`config.mk`:
```
export PLATFORM = sky130hd
export DESIGN_NAME = bus_word_master
export DESIGN_NICKNAME = d
export VERILOG_FILES = /design/src/rtl/bus_word_master.sv
export SDC_FILE = /design/constraint.sdc
export NUM_CORES = 1
export LEC_CHECK = 0
export ABC_CLOCK_PERIOD_IN_PS = 7300
export CAP_MARGIN = 20
export CORE_ASPECT_RATIO = 0.75
export CORE_UTILIZATION = 54
export DETAILED_ROUTE_END_ITERATION = 7
export PLACE_DENSITY = 0.87
export SETUP_SLACK_MARGIN = 0.5
export SYNTH_ARGS = -nofsm -noshare
export SYNTH_HDL_FRONTEND = slang
export SYNTH_SLANG_ARGS = --single-unit
```
`constraint.sdc`:
```
create_clock -name clk -period 7.3 [get_ports clk]
set_input_delay 1.095 -clock clk [delete_from_list [all_inputs] [get_ports clk]]
set_output_delay 1.095 -clock clk [all_outputs]
set_load 0.02 [all_outputs]
```
`src/rtl/bus_word_master.sv`:
```
// Word-to-byte bus initiator: splits one 32-bit request into byte beats, reassembles reads.
// Optional per-beat wait timeout enabled by defining BUS_MASTER_TIMEOUT_EN.
module bus_word_master #(
  parameter int unsigned DATA_WIDTH     = 8,
  parameter int unsigned ADDRESS_WIDTH  = 32,
  parameter int unsigned WORD_BYTES     = 4,
  parameter int unsigned TIMEOUT_CYCLES = 255
) (
  input  logic                             clk,
  input  logic                             rst,
  input  logic                             req_valid,
  input  logic                             req_write,
  input  logic [ADDRESS_WIDTH-1:0]         req_addr,
  input  logic [DATA_WIDTH*WORD_BYTES-1:0] req_wdata,
  output logic                             req_ready,
  output logic                             resp_valid,
  output logic [DATA_WIDTH*WORD_BYTES-1:0] resp_rdata,
  output logic                             resp_err,
  output logic                             bus_read,
  output logic                             bus_write,
  output logic [ADDRESS_WIDTH-1:0]         bus_addr,
  output logic [DATA_WIDTH-1:0]            bus_wdata,
  input  logic [DATA_WIDTH-1:0]            bus_rdata,
  input  logic                             bus_ready
);

  localparam int unsigned WordW = DATA_WIDTH * WORD_BYTES;
  localparam int unsigned BeatW = (WORD_BYTES > 1) ? $clog2(WORD_BYTES) : 1;
  localparam logic [BeatW-1:0] LastBeat = BeatW'(WORD_BYTES - 1);

  typedef enum logic [1:0] {StIdle, StAccess, StGap, StResp} stateT;

  stateT                    stateQ, stateD;
  logic [BeatW-1:0]         beatQ, beatD;
  logic [ADDRESS_WIDTH-1:0] baseAddrQ, baseAddrD;
  logic                     writeQ, writeD;
  logic [WordW-1:0]         wdataQ, wdataD;
  logic [WordW-1:0]         rdataQ, rdataD;
  logic [ADDRESS_WIDTH-1:0] busAddrQ, busAddrD;
  logic                     busReadQ, busReadD;
  logic                     busWriteQ, busWriteD;
  logic [DATA_WIDTH-1:0]    busWdataQ, busWdataD;
  logic                     respValidQ, respValidD;
  logic                     reqReadyQ, reqReadyD;

`ifdef BUS_MASTER_TIMEOUT_EN
  localparam int unsigned WaitW = ($clog2(TIMEOUT_CYCLES + 1) > 8) ?
                                  $clog2(TIMEOUT_CYCLES + 1) : 8;
  // Expiry fires on the TIMEOUT_CYCLES-th consecutive not-ready cycle of a beat.
  localparam logic [WaitW-1:0] TimeoutLast = WaitW'(TIMEOUT_CYCLES - 1);

  logic [WaitW-1:0] waitQ, waitD;
  logic             errQ, errD;
`endif

  always_comb begin
    stateD     = stateQ;
    beatD      = beatQ;
    baseAddrD  = baseAddrQ;
    writeD     = writeQ;
    wdataD     = wdataQ;
    rdataD     = rdataQ;
    busAddrD   = busAddrQ;
    busReadD   = 1'b0;
    busWriteD  = 1'b0;
    busWdataD  = '0;
    respValidD = 1'b0;
`ifdef BUS_MASTER_TIMEOUT_EN
    waitD      = waitQ;
    errD       = errQ;
`endif

    unique case (stateQ)
      StIdle: begin
        if (req_valid) begin
          baseAddrD = req_addr;
          writeD    = req_write;
          wdataD    = req_wdata;
          rdataD    = '0;
          beatD     = '0;
          stateD    = StAccess;
          busAddrD  = req_addr;
          busReadD  = ~req_write;
          busWriteD = req_write;
          busWdataD = req_write ? req_wdata[DATA_WIDTH-1:0] : '0;
`ifdef BUS_MASTER_TIMEOUT_EN
          waitD     = '0;
          errD      = 1'b0;
`endif
        end
      end

      StAccess: begin
        if (bus_ready) begin
          if (!writeQ) begin
            rdataD[int'(beatQ)*DATA_WIDTH +: DATA_WIDTH] = bus_rdata;
          end
          if (beatQ == LastBeat) begin
            stateD     = StResp;
            respValidD = 1'b1;
          end else begin
            beatD  = beatQ + 1'b1;
            stateD = StGap;
          end
        end
`ifdef BUS_MASTER_TIMEOUT_EN
        else if (waitQ == TimeoutLast) begin
          stateD     = StResp;
          respValidD = 1'b1;
          errD       = 1'b1;
        end
`endif
        else begin
          busReadD  = busReadQ;
          busWriteD = busWriteQ;
          busWdataD = busWdataQ;
`ifdef BUS_MASTER_TIMEOUT_EN
          waitD     = waitQ + 1'b1;
`endif
        end
      end

      StGap: begin
        // Beat index already advanced; address wraps modulo 2^ADDRESS_WIDTH.
        stateD    = StAccess;
        busAddrD  = baseAddrQ + ADDRESS_WIDTH'(beatQ);
        busReadD  = ~writeQ;
        busWriteD = writeQ;
        busWdataD = writeQ ? wdataQ[int'(beatQ)*DATA_WIDTH +: DATA_WIDTH] : '0;
`ifdef BUS_MASTER_TIMEOUT_EN
        waitD     = '0;
`endif
      end

      StResp: begin
        stateD = StIdle;
      end

      default: begin
        stateD = StIdle;
      end
    endcase

    reqReadyD = (stateD == StIdle);
  end

  always_ff @(posedge clk or negedge rst) begin
    if (!rst) begin
      stateQ     <= StIdle;
      beatQ      <= '0;
      baseAddrQ  <= '0;
      writeQ     <= 1'b0;
      wdataQ     <= '0;
      rdataQ     <= '0;
      busAddrQ   <= '0;
      busReadQ   <= 1'b0;
      busWriteQ  <= 1'b0;
      busWdataQ  <= '0;
      respValidQ <= 1'b0;
      reqReadyQ  <= 1'b1;
    end else begin
      stateQ     <= stateD;
      beatQ      <= beatD;
      baseAddrQ  <= baseAddrD;
      writeQ     <= writeD;
      wdataQ     <= wdataD;
      rdataQ     <= rdataD;
      busAddrQ   <= busAddrD;
      busReadQ   <= busReadD;
      busWriteQ  <= busWriteD;
      busWdataQ  <= busWdataD;
      respValidQ <= respValidD;
      reqReadyQ  <= reqReadyD;
    end
  end

`ifdef BUS_MASTER_TIMEOUT_EN
  always_ff @(posedge clk or negedge rst) begin
    if (!rst) begin
      waitQ <= '0;
      errQ  <= 1'b0;
    end else begin
      waitQ <= waitD;
      errQ  <= errD;
    end
  end

  assign resp_err = errQ;
`else
  assign resp_err = 1'b0;
`endif

  assign req_ready  = reqReadyQ;
  assign resp_valid = respValidQ;
  assign resp_rdata = rdataQ;
  assign bus_read   = busReadQ;
  assign bus_write  = busWriteQ;
  assign bus_addr   = busAddrQ;
  assign bus_wdata  = busWdataQ;

endmodule
```
==> metrics.cfg, run 1 <==
[synthesis]
avg_synthesized_cell_area_um2 = 9.109
synth_top_flop_cell = sky130_fd_sc_hd__dfrtp_1
synthesis.nets = 828
synth_cell_types = 52
synth_seq_area_share = 0.5363
flop_and_latch_count_out_of_synthesis = 145
synth-warning-count = 0
async_reset_ff_frac = 1.000
mappedNetlistArea_um2 = 6768
synthesis.instances = 743
synth_enable_flop_cells = 0

[die]
ios = 154
start_util = 0.5519
floorplan.rows = 35
dieArea_um2 = 12990
die_height_um = 98.95
die_w_um = 131.3
core_area_um2 = 12260

[pwr]
power_mw = 3.661
worst_ir_drop_on_vdd_mv = 0.3012
p_leak_nw = 3.969
p_per_area_nw_per_um2 = 406.9

[grt]
grt_pass1_vias = 5810
antenna_found_initial = 0
pin_count_of_the_biggest_net_entering_global_routing = 77
gr-usage-all-layers = 0.2905
gr-total-overflow = 0
grt_pass1_wl_um = 29390

[cts]
numCtsBuffers = 17
cts-root-to-sink-buffers = 2
clock_slew_at_reported_path_ffs_ns = 0.06
number_of_buffers_inserted_by_hold_repair_at_cts = 0
cts-resized-gates = 0
insertion_delay_ns = 0.42
clock_sinks = 145
clock_tree.root_cell = sky130_fd_sc_hd__clkbuf_16
post_cts_setup_bufs = 0
tritoncts = built
clock_tree.htree_level_count = 4

[detailed_routing]
first_pass_iters = 5
detail_route.vias_per_cell = 5.545
antenna_violating_nets_post_route = 0
postRouteWirelength_um = 17630
initialDrtViolationCount = 488
drc = 0
detailroute.via_count = 5855
wl_per_cell_um = 16.69

[worst_hold_path]
hp-class = flip-flop to flip-flop
timing.hold.worst.start = wdataQ[28]
number_of_cells_on_the_worst_hold_path = 2

[finish]
regArea_um2 = 3630
final_area_um2 = 8997
count_of_non_filler_cells_in_the_finished_layout = 1056
antenna_cells_inserted = 0
drive_above_1_share = 0.06854
most_frequent_cells_in_the_layout = sky130_fd_sc_hd__nand2_1 (256), sky130_fd_sc_hd__clkdlybuf4s50_1 (151), sky130_fd_sc_hd__dfrtp_1 (144)
post-route-util = 0.7338
multi_input_area_um2 = 2864
filler_cell_count = 900
final_layout_net_count = 963
flow.area_growth_from_synthesis_pct = 32.95
most_common_library_cell_in_the_layout_ignoring_fill_and_taps = sky130_fd_sc_hd__nand2_1

[timing]
setup_total_negative_slack_ns = 0
report.final.slew_viol_count = 0
tmin_final_ns = 3.419
max_clock_freq_ghz = 0.2925
slew_headroom = 0.3756
tightestPinTransition_ns = 0.9366
finalCritPeriodShare = 0.4683
final_hold_viol_count = 0
worst_hold_slack_ns = 0.4740
final_critical_path_setup_slack_ns = 3.881
final.setup_skew_ns = 0.005528
setup-violations-final = 0
rsz0062_at_grt = no

[critical_path]
critPathLaunchType = flip-flop
worst_r2r_startpoint = beatQ[0]
crit_path_end_kind = flip-flop
critical_setup_path_kind = flip-flop to flip-flop
cp.required_ns = 7.57
r2r.worst_path.cells = 8
worstSetupStartpoint = beatQ[0]
worst-endpoint-arrival_ns = 3.69
critical_path.max_fanout = 19
reg2reg_setup_slack_ns = 3.88

[placed_design]
io_buffers = 152
dpl_worst_slack_ns = 3.754
postPlaceCellArea_um2 = 8378
dpl_cells = 1025
dp_hpwl_um = 11450
place_congestion = 0.8202

[flow_run]
drv_cap = 0

[outcome]
status = finished clean

-- critical path, cell delays in order (launching register included) --
cell and delay [ns]:
sky130_fd_sc_hd__dfrtp_1 0.96, sky130_fd_sc_hd__ha_1 0.29, sky130_fd_sc_hd__inv_1 0.06, sky130_fd_sc_hd__fa_1 0.42, sky130_fd_sc_hd__nor2b_1 0.31, sky130_fd_sc_hd__nand4_1 0.54
sky130_fd_sc_hd__nor3_1 0.40, sky130_fd_sc_hd__xnor2_1 0.17, sky130_fd_sc_hd__o221ai_1 0.13
-- routing by layer --
layer	vias up	wire [um]	track usage
li1	2753	-	-
met1	2817	8000	0.4126
met2	258	8092	0.4448
met3	27	1276	0.07407
met4	0	257	0.08318
met5	-	0	0
-- sequential cells by signal, indices dropped and copies added, names as in the netlist --
| register | cells |
|---|---|
| baseAddrQ | 32 |
| beatQ | 2 |
| bus_addr | 32 |
| bus_read | 1 |
| bus_wdata | 8 |
| bus_write | 1 |
| req_ready | 1 |
| resp_rdata | 32 |
| resp_valid | 1 |
| stateQ | 2 |
| wdataQ | 32 |
| writeQ | 1 |
-- path summary, 6_finish.rpt --
kind | end
worst min-delay path | wdataQ[28]
worst max-delay path | bus_addr[20]
worst max register to register | bus_addr[20]
min in group asynchronous | bus_addr[28]
max in group asynchronous | wdataQ[15]
worst min register to register | wdataQ[28]
-- report_power, final --
part | internal [mW] | total [mW] | switching [mW] | leakage, nW
clock | 0.587 | 0.918 | 0.332 | 0.299
sequential | 1.11 | 1.42 | 0.307 | 1.85
combinational | 0.596 | 1.32 | 0.728 | 1.82
-- kinds of logic after synthesis --
kind of cell,Yosys count,synth area share
AND/OR/NAND/NOR,366,0.2385
flip-flops,145,0.5363
AO/OA/AOI/OAI,115,0.1015
buffers and inverters,70,0.04160
XOR/XNOR,29,0.03753
multiplexers,9,0.02810
adder cells (fa/ha/maj),8,0.01590
other,1,0.0005541
-- synth_stat cells (all sizes together) (8+ instances only) --
cell	n	area (um^2)
a21oi	20	103.9
a22oi	12	90.09
and3	10	63.81
buf	12	63.81
clkbuf	31	116.4
dfrtp	144	3603
inv	26	97.59
mux4	8	180.2
nand2	257	964.7
nand3	34	175.2
nor2	18	67.56
nor2b	8	50.05
nor3	14	85.08
o211ai	12	90.09
o21ai	52	260.3
xnor2	25	219.0
-- cell type report --
type / count / share of cell area
clock buffers: 21 / 0.05118
clock inverters: 10 / 0.01766
inverters: 27 / 0.01126
multi-input cells: 528 / 0.3183
flip-flops and latches: 145 / 0.4034
well taps: 166 / 0.02308
repair buffers: 159 / 0.1751
No activity file was read; power rests on OpenSTA's default activity.
==> run 2: changes to the inputs <==
ABC_CLOCK_PERIOD_IN_PS = 3400   (was 7300)
CORE_UTILIZATION = 51   (was 54)
PLACE_DENSITY = 0.83   (was 0.87)
clock period = 3.4 ns   (was 7.3 ns; I/O delays follow)
==> metrics.cfg, run 2 (same netlist as run 1, synthesis figures left out) <==
[die]
core_area_um2 = 12970  ; was 12260 um^2
die_height_um = 101.8  ; was 98.95 um
dieArea_um2 = 13740  ; was 12990 um^2
ios = 154  ; unchanged
floorplan.rows = 36  ; was 35
die_w_um = 135.0  ; was 131.3 um
start_util = 0.5217  ; was 0.5519

[outcome]
status = finished clean  ; unchanged

[critical_path]
critPathLaunchType = flip-flop  ; unchanged
critical_path.max_fanout = 11  ; was 19
reg2reg_setup_slack_ns = 1.08  ; was 3.88 ns
cp.required_ns = 3.69  ; was 7.57 ns
worst-endpoint-arrival_ns = 2.61  ; was 3.69 ns
critical_setup_path_kind = flip-flop to flip-flop  ; unchanged
crit_path_end_kind = flip-flop  ; unchanged

[detailed_routing]
wl_per_cell_um = 16.33  ; was 16.69 um
drc = 0  ; unchanged
dr_wl_met2_um = 7756  ; was 8092 um
antenna_violating_nets_post_route = 0  ; unchanged
met1Wirelength_um = 8153  ; was 8000 um
postRouteWirelength_um = 17510  ; was 17630 um
first_pass_iters = 5  ; unchanged
detail_route.vias_per_cell = 5.423  ; was 5.545
top_signal_layer_used = met4  ; unchanged
met3_wirelength_um = 1359  ; was 1276 um
initialDrtViolationCount = 435  ; was 488
detailroute.via_count = 5813  ; was 5855

[timing]
slew_headroom = 0.3991  ; was 0.3756
finalCritPeriodShare = 0.6837  ; was 0.4683
setup-violations-final = 0  ; unchanged
rsz0062_at_grt = no  ; unchanged
worst_hold_slack_ns = 0.05919  ; was 0.4740 ns
final.setup_skew_ns = 0.01191  ; was 0.005528 ns
max_clock_freq_ghz = 0.4302  ; was 0.2925 GHz
setup_total_negative_slack_ns = 0  ; unchanged
final_hold_viol_count = 0  ; unchanged
tightestPinTransition_ns = 0.8980  ; was 0.9366 ns
tmin_final_ns = 2.324  ; was 3.419 ns
report.final.slew_viol_count = 0  ; unchanged

[grt]
grt_pass1_vias = 5536  ; was 5810
grt_pass1_wl_um = 28260  ; was 29390 um
gr-total-overflow = 0  ; unchanged
antenna_found_initial = 0  ; unchanged
pin_count_of_the_biggest_net_entering_global_routing = 64  ; was 77
gr-usage-all-layers = 0.2710  ; was 0.2905

[finish]
final_layout_net_count = 974  ; was 963
most_frequent_cells_in_the_layout = sky130_fd_sc_hd__nand2_1 (256), sky130_fd_sc_hd__clkdlybuf4s50_1 (151), sky130_fd_sc_hd__dfrtp_1 (144)  ; unchanged
most_common_library_cell_in_the_layout_ignoring_fill_and_taps = sky130_fd_sc_hd__nand2_1  ; unchanged
flow.area_growth_from_synthesis_pct = 33.48  ; was 32.95%
filler_cell_count = 1009  ; was 900
count_of_non_filler_cells_in_the_finished_layout = 1072  ; was 1056
drive_above_1_share = 0.08213  ; was 0.06854
final_area_um2 = 9034  ; was 8997 um^2
antenna_cells_inserted = 0  ; unchanged

[pwr]
power.clock.fraction = 0.219  ; was 0.251
power.switching_mw = 2.916  ; was 1.367 mW
p_leak_nw = 3.989  ; was 3.969 nW
p_per_area_nw_per_um2 = 838.7  ; was 406.9 nW/um^2
power_mw = 7.576  ; was 3.661 mW
sw_frac_of_total = 0.3849  ; was 0.3733
worst_ir_drop_on_vdd_mv = 0.4298  ; was 0.3012 mV
power.sequential.fraction = 0.393  ; was 0.387
internal-power_mw = 4.660  ; was 2.294 mW
power_frac_comb = 0.388  ; was 0.362

[cts]
clock_tree.root_cell = sky130_fd_sc_hd__clkbuf_16  ; unchanged
numCtsBuffers = 17  ; unchanged
clock_tree.htree_level_count = 4  ; unchanged
insertion_delay_ns = 0.42  ; about the same
number_of_buffers_inserted_by_hold_repair_at_cts = 0  ; unchanged
tritoncts = built  ; unchanged
post_cts_setup_bufs = 0  ; unchanged
cts-resized-gates = 0  ; unchanged
cts-root-to-sink-buffers = 2  ; unchanged
clock_sinks = 145  ; unchanged
clock_slew_at_reported_path_ffs_ns = 0.06  ; about the same

[flow_run]
drv_cap = 0  ; unchanged

[worst_hold_path]
hp-class = input port to async pin  ; was flip-flop to flip-flop

[placed_design]
dpl_cells = 1037  ; was 1025
io_buffers = 152  ; unchanged
postPlaceCellArea_um2 = 8474  ; was 8378 um^2
place_congestion = 0.8415  ; was 0.8202
dp_hpwl_um = 11790  ; was 11450 um

-- run 2: layer usage --
metal | vias to the layer above | GRT usage
met2 | 217 | 0.3945
met3 | 22 | 0.07307
li1 | 2776 | -
met5 | - | 0
met1 | 2798 | 0.3979
met4 | 0 | 0.07865
-- run 2: area by class of cell --
cell class | count | area, um^2 | area share
sequential | 145 | 3630 | 0.4018
multi-input combinational | 528 | 2864 | 0.3170
timing repair buffer | 170 | 1695 | 0.1877
clock buffer | 18 | 439.2 | 0.04861
tap | 171 | 214.0 | 0.02368
inverter | 27 | 101.3 | 0.01122
clock inverter | 13 | 90.09 | 0.009972
-- run 2: worst paths after layout --
kind | startpoint | cells after the start | endpoint
max in group asynchronous | rst | 2 | baseAddrQ[3]
setup reg to reg | baseAddrQ[0] | 10 | bus_addr[24]
hold / removal | rst | 1 | resp_rdata[8]
hold reg to reg | wdataQ[17] | 2 | wdataQ[17]
setup / recovery | baseAddrQ[0] | 10 | bus_addr[24]
min in group clk | wdataQ[17] | 2 | wdataQ[17]
-- run 2: critical path: stages, from the launching register on --
cell and delay [ns]:
sky130_fd_sc_hd__dfrtp_1 0.36, sky130_fd_sc_hd__ha_1 0.18, sky130_fd_sc_hd__inv_1 0.06, sky130_fd_sc_hd__fa_1 0.41, sky130_fd_sc_hd__nor2b_1 0.28, sky130_fd_sc_hd__nand4_1 0.15, sky130_fd_sc_hd__buf_4 0.21, sky130_fd_sc_hd__buf_4 0.15
sky130_fd_sc_hd__nor2_1 0.13, sky130_fd_sc_hd__mux2i_1 0.20, sky130_fd_sc_hd__o21ai_1 0.07
-- run 2: metrics by stage --
| stage | utilization | worst slack (ns) |
|---|---|---|
| global placement | 0.6533 | 0.8096 |
| global route | 0.6964 | 0.8821 |
| detailed placement | 0.6533 | 0.6806 |
| floorplan | - | 0.9627 |
| finish | 0.6964 | 1.076 |
| CTS | 0.6941 | 0.6494 |
-- run 2: power groups by stage --
stage               Clock, mW  Combinational (mW)  Sequential (mW)
floorplan                   0                1.57             3.12
global placement            0                2.85             2.95
detailed placement          0                2.93             2.97
CTS                      1.68                2.96             2.96
global route             1.77                3.25             3.06
finish                   1.66                2.94             2.97
==> run 3: changes to the inputs <==
ABC_CLOCK_PERIOD_IN_PS = 2450   (was 3400)
clock period = 2.45 ns   (was 3.4 ns; I/O delays follow)
==> metrics.cfg, run 3 (same netlist as run 1, synthesis figures left out) <==
[critical_path]
worst_r2r_startpoint = baseAddrQ[0]  ; unchanged
cp.required_ns = 2.74  ; was 3.69 ns
cp_num_cells = 9  ; was 10
critical_path.reg2reg.endpoint = bus_addr[18]  ; was bus_addr[24]
r2r.worst_path.cells = 9  ; was 10
reg2reg_setup_slack_ns = 0.47  ; was 1.08 ns
critical_setup_path_kind = flip-flop to flip-flop  ; unchanged
max_stage_delay_ns = 0.36  ; was 0.41 ns
critical_path_buf_inv_count = 2  ; was 3
worst-endpoint-arrival_ns = 2.26  ; was 2.61 ns
cpMaxStageDelayCell = sky130_fd_sc_hd__fa_2  ; was sky130_fd_sc_hd__fa_1
critPathLaunchType = flip-flop  ; unchanged
worst_path_dominant_cell_family = adder cells  ; unchanged
critical_path.max_fanout = 7  ; was 11
timing.critical_path.cells = ha_2 > inv_2 > fa_2 > nor2b_4 > nand4_1 > buf_4 > nor3_2 > xnor2_1 > o211ai_1  ; was ha_1 > inv_1 > fa_1 > nor2b_1 > nand4_1 > buf_4 > buf_4 > nor2_1 > mux2i_1 > o21ai_1
crit_path_end_kind = flip-flop  ; unchanged

[timing]
setup_total_negative_slack_ns = 0  ; unchanged
final.setup_skew_ns = 0.008333  ; was 0.01191 ns
max_clock_freq_ghz = 0.5061  ; was 0.4302 GHz
final_critical_path_setup_slack_ns = 0.4742  ; was 1.076 ns
report.final.slew_viol_count = 0  ; unchanged
slew_headroom = 0.5366  ; was 0.3991
rsz0062_at_grt = yes  ; was no
tightestPinTransition_ns = 0.6926  ; was 0.8980 ns
finalCritPeriodShare = 0.8064  ; was 0.6837
setup-violations-final = 0  ; unchanged
final_hold_viol_count = 0  ; unchanged
tmin_final_ns = 1.976  ; was 2.324 ns

[cts]
clock_sinks = 145  ; unchanged
clock_tree.htree_level_count = 4  ; unchanged
clock_slew_at_reported_path_ffs_ns = 0.06  ; about the same
tritoncts = built  ; unchanged
numCtsBuffers = 17  ; unchanged
cts-root-to-sink-buffers = 2  ; unchanged
insertion_delay_ns = 0.42  ; about the same
clock_tree.root_cell = sky130_fd_sc_hd__clkbuf_16  ; unchanged

[detailed_routing]
initialDrtViolationCount = 508  ; was 435
wl_per_cell_um = 16.98  ; was 16.33 um
antenna_violating_nets_post_route = 0  ; unchanged
postRouteWirelength_um = 18370  ; was 17510 um
first_pass_iters = 4  ; was 5
detail_route.vias_per_cell = 5.475  ; was 5.423
detailroute.via_count = 5924  ; was 5813
drc = 0  ; unchanged

[grt]
globalRouteMet3Util = 0.06306  ; was 0.07307
gr-usage-all-layers = 0.2828  ; was 0.2710
global_route.peak_usage_layer = met2  ; was met1
gr-total-overflow = 0  ; unchanged
pin_count_of_the_biggest_net_entering_global_routing = 68  ; was 64
antenna_found_initial = 0  ; unchanged
grt_pass1_vias = 5802  ; was 5536
grt.met2_usage = 0.4247  ; was 0.3945
grt_pass1_wl_um = 29450  ; was 28260 um
groute.layer.met1.usage = 0.4045  ; was 0.3979

[die]
core_area_um2 = 12970  ; unchanged
die_height_um = 101.8  ; unchanged
dieArea_um2 = 13740  ; unchanged
start_util = 0.5217  ; unchanged
die_w_um = 135.0  ; unchanged
ios = 154  ; unchanged
floorplan.rows = 36  ; unchanged

[placed_design]
place_congestion = 0.8485  ; was 0.8415
io_buffers = 152  ; unchanged
postPlaceCellArea_um2 = 8582  ; was 8474 um^2
dp_hpwl_um = 12290  ; was 11790 um
dpl_cells = 1046  ; was 1037
dpl_worst_slack_ns = 0.2868  ; was 0.6806 ns

[finish]
most_frequent_cells_in_the_layout = sky130_fd_sc_hd__nand2_1 (256), sky130_fd_sc_hd__clkdlybuf4s50_1 (151), sky130_fd_sc_hd__dfrtp_1 (140)  ; was sky130_fd_sc_hd__nand2_1 (256), sky130_fd_sc_hd__clkdlybuf4s50_1 (151), sky130_fd_sc_hd__dfrtp_1 (144)
flow.area_growth_from_synthesis_pct = 36.77  ; was 33.48%
multi_input_area_um2 = 2934  ; was 2864 um^2
count_of_non_filler_cells_in_the_finished_layout = 1082  ; was 1072
drive_above_1_share = 0.1131  ; was 0.08213
final_area_um2 = 9256  ; was 9034 um^2
filler_cell_count = 948  ; was 1009
regArea_um2 = 3635  ; was 3630 um^2
most_common_library_cell_in_the_layout_ignoring_fill_and_taps = sky130_fd_sc_hd__nand2_1  ; unchanged
final_layout_net_count = 984  ; was 974
antenna_cells_inserted = 0  ; unchanged

[pwr]
power_mw = 11.02  ; was 7.576 mW
p_per_area_nw_per_um2 = 1190  ; was 838.7 nW/um^2
worst_ir_drop_on_vdd_mv = 0.6328  ; was 0.4298 mV
p_leak_nw = 4.072  ; was 3.989 nW

[flow_run]
drv_cap = 0  ; unchanged

[worst_hold_path]
timing.hold.worst.start = req_wdata[19]
min_to = wdataQ[19]
number_of_cells_on_the_worst_hold_path = 3
hp-class = input port to flip-flop  ; was input port to async pin

[outcome]
status = finished clean  ; unchanged

run 3: worst max path at each step:
stage	start	slack [ns]	end
6_report	baseAddrQ[0]	0.47	bus_addr[18]
5_1_grt	beatQ[0]	0.36	bus_addr[18]
4_1_cts	baseAddrQ[0]	0.47	bus_addr[18]
3_5_place_dp	req_valid	0.29	bus_wdata[1]
3_3_place_gp	req_valid	0.33	bus_wdata[2]
2_1_floorplan	beatQ[0]	0.50	bus_addr[18]
run 3: power breakdown:
| part | switching [mW] | internal (mW) |
|---|---|---|
| logic | 2.32 | 1.91 |
| clock network | 1.04 | 1.60 |
| registers | 0.827 | 3.32 |
run 3: metal layers:
metal	routed length, um	vias up
met3	1520	27
met2	8195	263
met4	325	0
met5	0	-
met1	8326	2841
li1	-	2793
run 3: timing repair:
action | in CTS | in global routing
buffers inserted | 2 | 2
endpoints found under the hold margin | 62 | 0
setup endpoints to repair | 11 | 40
pin swaps | 2 | 10
hold buffers | 1 | 0
gates resized for setup | 4 | 10
run 3: tightest hold or removal path: stages:
cell and delay, ns:
sky130_fd_sc_hd__clkdlybuf4s50_1 0.39, sky130_fd_sc_hd__nand2_1 0.05, sky130_fd_sc_hd__nand2_1 0.04
run 3: final cells by class:
| class | count | area share |
|---|---|---|
| Sequential cell | 145 | 0.3927 |
| Multi-Input combinational cell | 528 | 0.3170 |
| Timing Repair Buffer | 180 | 0.1923 |
| Clock buffer | 18 | 0.04636 |
| Tap cell | 171 | 0.02311 |
| Clock inverter | 13 | 0.01757 |
| Inverter | 27 | 0.01095 |
run 3: through the flow:
stage	hold slack [ns]	utilization
after global placement	0.4046	0.6616
final	0.4695	0.7135
after global routing	0.4757	0.7135
after detailed placement	0.4063	0.6616
after floorplan	0.07191	-
after CTS	0.4638	0.7106
